`src/rtl/pca_write_sequencer.sv`:
```
`default_nettype none
// +--------------------------------------------------------------------------+
// | pca_write_sequencer: turns I2C write bytes into register-file writes.     |
// | Optional: PCA_ALL_LED_BROADCAST_EN expands ALL_LED writes to every LED.   |
// | Revision: 1.0                                                            |
// +--------------------------------------------------------------------------+
module pca_write_sequencer #(
  parameter logic [7:0] LED_BASE     = 8'h06,
  parameter int         LED_COUNT    = 16,
  parameter logic [7:0] ALL_LED_BASE = 8'hFA
) (
  input  logic       clk_i,
  input  logic       rst_ni,
  input  logic       start_i,
  input  logic       stop_i,
  input  logic       byte_valid_i,
  input  logic [7:0] byte_i,
  output logic       byte_ready_o,
  input  logic       mode1_ai_i,
  output logic [7:0] write_register_id_o,
  output logic [7:0] write_register_value_o,
  output logic       write_enable_o,
  output logic       busy_o
);

`ifdef PCA_ALL_LED_BROADCAST_EN
  localparam bit BCAST_EN = 1'b1;
`else
  localparam bit BCAST_EN = 1'b0;
`endif

  localparam int              IDX_W      = $clog2(LED_COUNT + 1);
  localparam logic [IDX_W-1:0] C_IDX_LAST = IDX_W'(LED_COUNT);

  typedef enum logic [1:0] {
    IDLE  = 2'd0,
    ADDR  = 2'd1,
    DATA  = 2'd2,
    BCAST = 2'd3
  } state_t;

  state_t           state_q, state_d;
  logic [7:0]       ptr_q, ptr_d;
  logic             pend_start_q, pend_start_d;
  logic             pend_stop_q, pend_stop_d;
  logic             we_q, we_d;
  logic [7:0]       wid_q, wid_d;
  logic [7:0]       wval_q, wval_d;
  logic [IDX_W-1:0] idx_q, idx_d;
  logic [1:0]       k_q, k_d;
  logic [7:0]       bval_q, bval_d;

  logic       w_xfer;
  logic [7:0] w_all_off;
  logic       w_is_all;
  logic [7:0] w_led_id;
  logic [7:0] w_ptr_next;

  assign byte_ready_o           = (state_q == ADDR) || (state_q == DATA);
  assign w_xfer                 = byte_valid_i && byte_ready_o;
  assign w_all_off              = ptr_q - ALL_LED_BASE;
  assign w_is_all               = (w_all_off[7:2] == 6'd0);
  assign w_led_id               = LED_BASE + 8'({idx_q, 2'b00}) + {6'd0, k_q};
  assign w_ptr_next             = mode1_ai_i ? (ptr_q + 8'd1) : ptr_q;
  assign write_enable_o         = we_q;
  assign write_register_id_o    = wid_q;
  assign write_register_value_o = wval_q;

`ifdef PCA_ALL_LED_BROADCAST_EN
  assign busy_o = (state_q == BCAST);
`else
  assign busy_o = 1'b0;
`endif

  always_comb begin
    state_d      = state_q;
    ptr_d        = ptr_q;
    pend_start_d = pend_start_q;
    pend_stop_d  = pend_stop_q;
    we_d         = 1'b0;
    wid_d        = wid_q;
    wval_d       = wval_q;
    idx_d        = idx_q;
    k_d          = k_q;
    bval_d       = bval_q;

    case (state_q)
      IDLE: begin
        if (start_i) state_d = ADDR;
      end

      ADDR: begin
        if (start_i) begin
          state_d = ADDR;
        end else begin
          if (w_xfer) begin
            ptr_d   = byte_i;
            state_d = DATA;
          end
          if (stop_i) state_d = IDLE;
        end
      end

      DATA: begin
        if (start_i) begin
          state_d = ADDR;
        end else begin
          if (w_xfer) begin
            we_d   = 1'b1;
            wid_d  = ptr_q;
            wval_d = byte_i;
            ptr_d  = w_ptr_next;
          end
          if (BCAST_EN && w_xfer && w_is_all) begin
            // A stop in the accepting cycle is remembered until expansion ends.
            state_d      = BCAST;
            idx_d        = '0;
            k_d          = w_all_off[1:0];
            bval_d       = byte_i;
            pend_start_d = 1'b0;
            pend_stop_d  = stop_i;
          end else if (stop_i) begin
            state_d = IDLE;
          end
        end
      end

      BCAST: begin
        pend_start_d = pend_start_q || start_i;
        pend_stop_d  = pend_stop_q || stop_i;
        if (idx_q != C_IDX_LAST) begin
          we_d   = 1'b1;
          wid_d  = w_led_id;
          wval_d = bval_q;
          idx_d  = idx_q + 1'b1;
        end else begin
          if (pend_start_q || start_i)     state_d = ADDR;
          else if (pend_stop_q || stop_i)  state_d = IDLE;
          else                             state_d = DATA;
          pend_start_d = 1'b0;
          pend_stop_d  = 1'b0;
        end
      end

      default: state_d = IDLE;
    endcase
  end

  always_ff @(posedge clk_i or negedge rst_ni) begin
    if (!rst_ni) begin
      state_q      <= IDLE;
      ptr_q        <= 8'd0;
      pend_start_q <= 1'b0;
      pend_stop_q  <= 1'b0;
      we_q         <= 1'b0;
      wid_q        <= 8'd0;
      wval_q       <= 8'd0;
      idx_q        <= '0;
      k_q          <= 2'd0;
      bval_q       <= 8'd0;
    end else begin
      state_q      <= state_d;
      ptr_q        <= ptr_d;
      pend_start_q <= pend_start_d;
      pend_stop_q  <= pend_stop_d;
      we_q         <= we_d;
      wid_q        <= wid_d;
      wval_q       <= wval_d;
      idx_q        <= idx_d;
      k_q          <= k_d;
      bval_q       <= bval_d;
    end
  end

endmodule
`default_nettype wire

```
`config.mk`:
```
export PLATFORM = sky130hd
export DESIGN_NAME = pca_write_sequencer
export DESIGN_NICKNAME = d
export VERILOG_FILES = /design/src/rtl/pca_write_sequencer.sv
export SDC_FILE = /design/constraint.sdc
export NUM_CORES = 1
export LEC_CHECK = 0
export BUFFER_PORTS_ARGS = -buffer_cell sky130_fd_sc_hd__buf_2
export CORE_ASPECT_RATIO = 1.2
export CORE_UTILIZATION = 38
export CTS_CLUSTER_DIAMETER = 30
export DETAILED_ROUTE_END_ITERATION = 8
export GPL_TIMING_DRIVEN = 0
export RECOVER_POWER = 100
export SLEW_MARGIN = 20
export SYNTH_ARGS = -nofsm -noshare
export SYNTH_HDL_FRONTEND = slang
export SYNTH_SLANG_ARGS = --single-unit
```
`constraint.sdc`:
```
create_clock -name clk_i -period 1.7 [get_ports clk_i]
set_input_delay 0.17 -clock clk_i [delete_from_list [all_inputs] [get_ports clk_i]]
set_output_delay 0.17 -clock clk_i [all_outputs]
set_load 0.005 [all_outputs]
```
==> impl_metrics.py <==
metrics = {
    "clock_network": {
        "path_clk_slew_ns": 0.07,
        "insertion_delay_ns": 0.28,
        "cts_buffers": 5,
        "cts_tree": "yes",
        "cts_sinks": 34,
        "htree_levels": 2,
        "max-clock-path-buffers": 2,
        "cts_root_buffer": "clkbuf_8",
    },
    "sta": {
        "finalMaxSlewViolations": 0,
        "rsz0062_at_grt": "true",
        "relSlewSlack_pct": 42.1,
        "layout_min_cycle_time_ns": 1.83,
        "hold_viol": 0,
        "finalCritPeriodShare_pct": 107,
        "max_slew.worst_pin.slew_ns": 0.869,
        "setup_tns_ns": -1.13,
        "setup_ws_ns": -0.127,
        "fin_skew_ns": 0.00224,
        "setup_viol": 24,
        "fmax_ghz": 0.547,
    },
    "critical_path": {
        "max_stage_delay_ns": 0.45,
        "cp_max_fo": 7,
        "crit_buf_inv": 1,
        "r2r_end": "write_register_id_o[5]$_DFFE_PN0P_",
        "crit_start": "state_q[0]$_DFFE_PN0P_",
        "cp.required_ns": 1.87,
        "cpMaxStageDelayCell": "a221o_2",
        "crit_chain": "inv_4 -> ha_4 -> nand2_4 -> a221o_2 -> o2bb2ai_2 -> a211o_1",
        "rr_worst_depth": 6,
        "crit_family": "compound AO/OA/AOI/OAI gates",
        "critPathCaptureType": "flop",
        "crit_arrival_ns": 2.00,
        "startpoint_type": "flop",
        "worstSetupPathType": "reg2reg",
        "path_depth": 6,
        "r2r-start": "state_q[0]$_DFFE_PN0P_",
        "r2r_slack_ns": -0.13,
    },
    "placement": {
        "dp_hpwl_mm": 3.14,
        "place_congestion": 0.788,
        "dp_cells": 277,
        "portBuffers": 30,
        "dpl-instance-area_sq_mm": 0.00213,
    },
    "pwr": {
        "p_int_w": 0.00239,
        "swShare_pct": 38.2,
        "pwr-share-comb_pct": 44.9,
        "seqPwrFrac_pct": 37.0,
        "peakVddDrop_mv": 0.654,
        "p_leak_nw": 1.11,
        "power.share.clock_pct": 18.1,
        "switching_power_w": 0.00148,
        "p_per_area_mw_per_mm2": 1550,
    },
    "run_status": {
        "status": "complete, but fails checks",
        "violations": "negative setup slack",
    },
    "route": {
        "vias": 1610,
        "post_drt_via_cell_ratio": 5.40,
        "wirelength_mm": 4.64,
        "wl_met2_mm": 2.29,
        "wl_met1_mm": 2.13,
        "routedWlPerCell_microns": 15.6,
        "ant_nets": 0,
        "first_pass_iters": 4,
        "drt-initial-drc-count": 70,
        "drc": 0,
        "wl_met3_microns": 169,
        "top_layer": "met4",
    },
    "global_route": {
        "antenna_found_initial": 0,
        "grt_max_degree": 35,
        "overflow": 0,
        "gr-usage-all-layers_pct": 19.5,
        "grt_pass1_vias": 1567,
        "grt_first_pass_wirelength_mm": 7.74,
    },
    "worst_hold_path": {
        "hold_start": "byte_i[4]",
        "min_path_type": "in2reg",
        "hold_path_depth": 2,
        "min_to": "write_register_value_o[4]$_DFFE_PN0P_",
    },
    "yosys": {
        "seq_area_frac_synth_pct": 45.1,
        "yosysMostFrequentCell": "dfrtp_1",
        "synth_ff_type": "dfrtp_1",
        "yosysUniqueCellTypes": 45,
        "yosysTopAreaCell": "dfrtp_1",
        "netlist_area_sq_mm": 0.00189,
        "syn_nets": 212,
        "ys_seq_elements": 34,
        "synth_edf_count": 0,
        "avgSynthCellArea_sq_um": 9.98,
        "synthDominantCellAreaShare_pct": 45.1,
        "yosys_warnings": 0,
        "async_reset_ff_share_pct": 100,
        "synth_cells": 189,
        "synth_common_cells": "34 x dfrtp_1, 17 x a21oi_1, 15 x nand2_1, 15 x nor2_1, 12 x o21ai_0",
        "synth_area_leaders": "dfrtp_1 45%, ha_1 6.0%, a21oi_1 4.5%",
    },
    "cells_and_area": {
        "multiInputGateArea_sq_mm": 0.00108,
        "utilization_pct": 53.1,
        "finalNetCount": 262,
        "drive_gt1_share_pct": 35.8,
        "final_cell_area_sq_mm": 0.00249,
        "final_cells": 298,
        "register_area_sq_um": 852,
        "fillerInstances": 430,
        "diodes": 0,
        "synthToLayoutAreaGrowth_pct": 32.2,
    },
    "flow_run": {
        "drv_cap": 0,
    },
    "floorplan": {
        "coreArea_sq_mm": 0.00470,
        "ioPinCount": 33,
        "die_area_sq_mm": 0.00525,
        "initial_core_util_pct": 40.2,
        "die_h_microns": 79.2,
        "core.rowCount": 27,
        "die_width_microns": 66.3,
    },
}
[cell type report]
type                       count  share of cell area (%)
buffer                         9                    2.51
clock buffer                   8                    4.42
inverter                      10                    1.76
multi-input combinational    135                    43.5
sequential                    34                    34.2
tap                           58                    2.91
timing repair buffer          44                    10.7
[flip-flops by register name, indices dropped and copies added, names as in the netlist]
signal and cells:
write_register_id_o 8, state_q 2, write_enable_o 1, idx_q 5, write_register_value_o 8, pend_start_q 1
ptr_q 8, pend_stop_q 1
[layer usage]
layer / track usage (%) / vias to the layer above
met3: 4.89 / 6
li1: - / 787
met5: 0 / -
met4: 6.38 / 0
met2: 30.6 / 33
met1: 26.2 / 784
[logic make-up (layout without fill, tap and decap cells)]
group	after synthesis	in the layout	share of synthesized area (%)
adder cells (fa/ha/maj)	9	9	5.97
multiplexers	5	5	2.98
flip-flops	34	34	45.1
other	1	1	0.199
AO/OA/AOI/OAI	62	62	24.1
buffers and inverters	20	71	4.71
AND/OR/NAND/NOR	53	53	14.6
XOR/XNOR	5	5	2.32
[worst register-to-register path: stages, from the launching register on]
cell and delay [ns]:
dfrtp_1 0.44, inv_4 0.09, ha_4 0.30, nand2_4 0.07, a221o_2 0.45, o2bb2ai_2 0.15
a211o_1 0.22
[how the worst max path moves through the flow]
stage,end,slack (ns)
2_1_floorplan,ptr_q[5]$_DFFE_PN0P_,-0.04
3_3_place_gp,write_register_value_o[5]$_DFFE_PN0P_,-0.31
3_5_place_dp,write_register_value_o[1]$_DFFE_PN0P_,-0.31
4_1_cts,ptr_q[6]$_DFFE_PN0P_,-0.11
5_1_grt,ptr_q[3]$_DFFE_PN0P_,-0.18
6_report,write_register_id_o[5]$_DFFE_PN0P_,-0.13
[stage by stage]
stage	hold WS (ns)	setup WS [ns]	total power [W]
2_1_floorplan	-0.126	-0.0369	0.00231
3_3_place_gp	0.292	-0.305	0.00275
3_5_place_dp	0.301	-0.315	0.00277
4_1_cts	0.118	-0.112	0.00367
5_1_grt	0.126	-0.175	0.00417
6_report	0.123	-0.127	0.00386
[repair_timing]
item,in CTS,in global routing
gates resized for setup,16,25
setup buffers,11,2
pin swaps,10,14
endpoints found under the setup margin,31,28
hold buffers,1,0
hold endpoints to repair,34,0
[power by group through the flow]
stage                     combinational (W)  sequential [W]  clock [W]
after floorplan                    0.000960         0.00135          0
after global placement              0.00134         0.00141          0
after detailed placement            0.00135         0.00142          0
after CTS                           0.00156         0.00140   0.000716
after global routing                0.00193         0.00147   0.000766
final                               0.00173         0.00143   0.000701
[cell usage in the layout, fill, tap and decap left out, types with 2 or more instances in the layout]
cell      instances
ha_1              3
clkbuf_8          8
o22a_1            4
mux2i_1           3
clkbuf_2          4
and3_1            2
dfrtp_1          33
o21ai_1           4
nand2_1          13
ha_4              6
a31oi_1           4
buf_6             6
xnor2_1           4
nand3_1           6
inv_1             7
a22oi_1           5
clkbuf_1          4
a22o_1            9
nor3_1            2
a22oi_2           2
o21ai_0           8
nor2_2            3
nor2_1           12
buf_4            11
a21oi_1          14
and2_1            2
buf_2            27
a21oi_2           3
nand2_4           2
(Power assumes the default switching activity.)
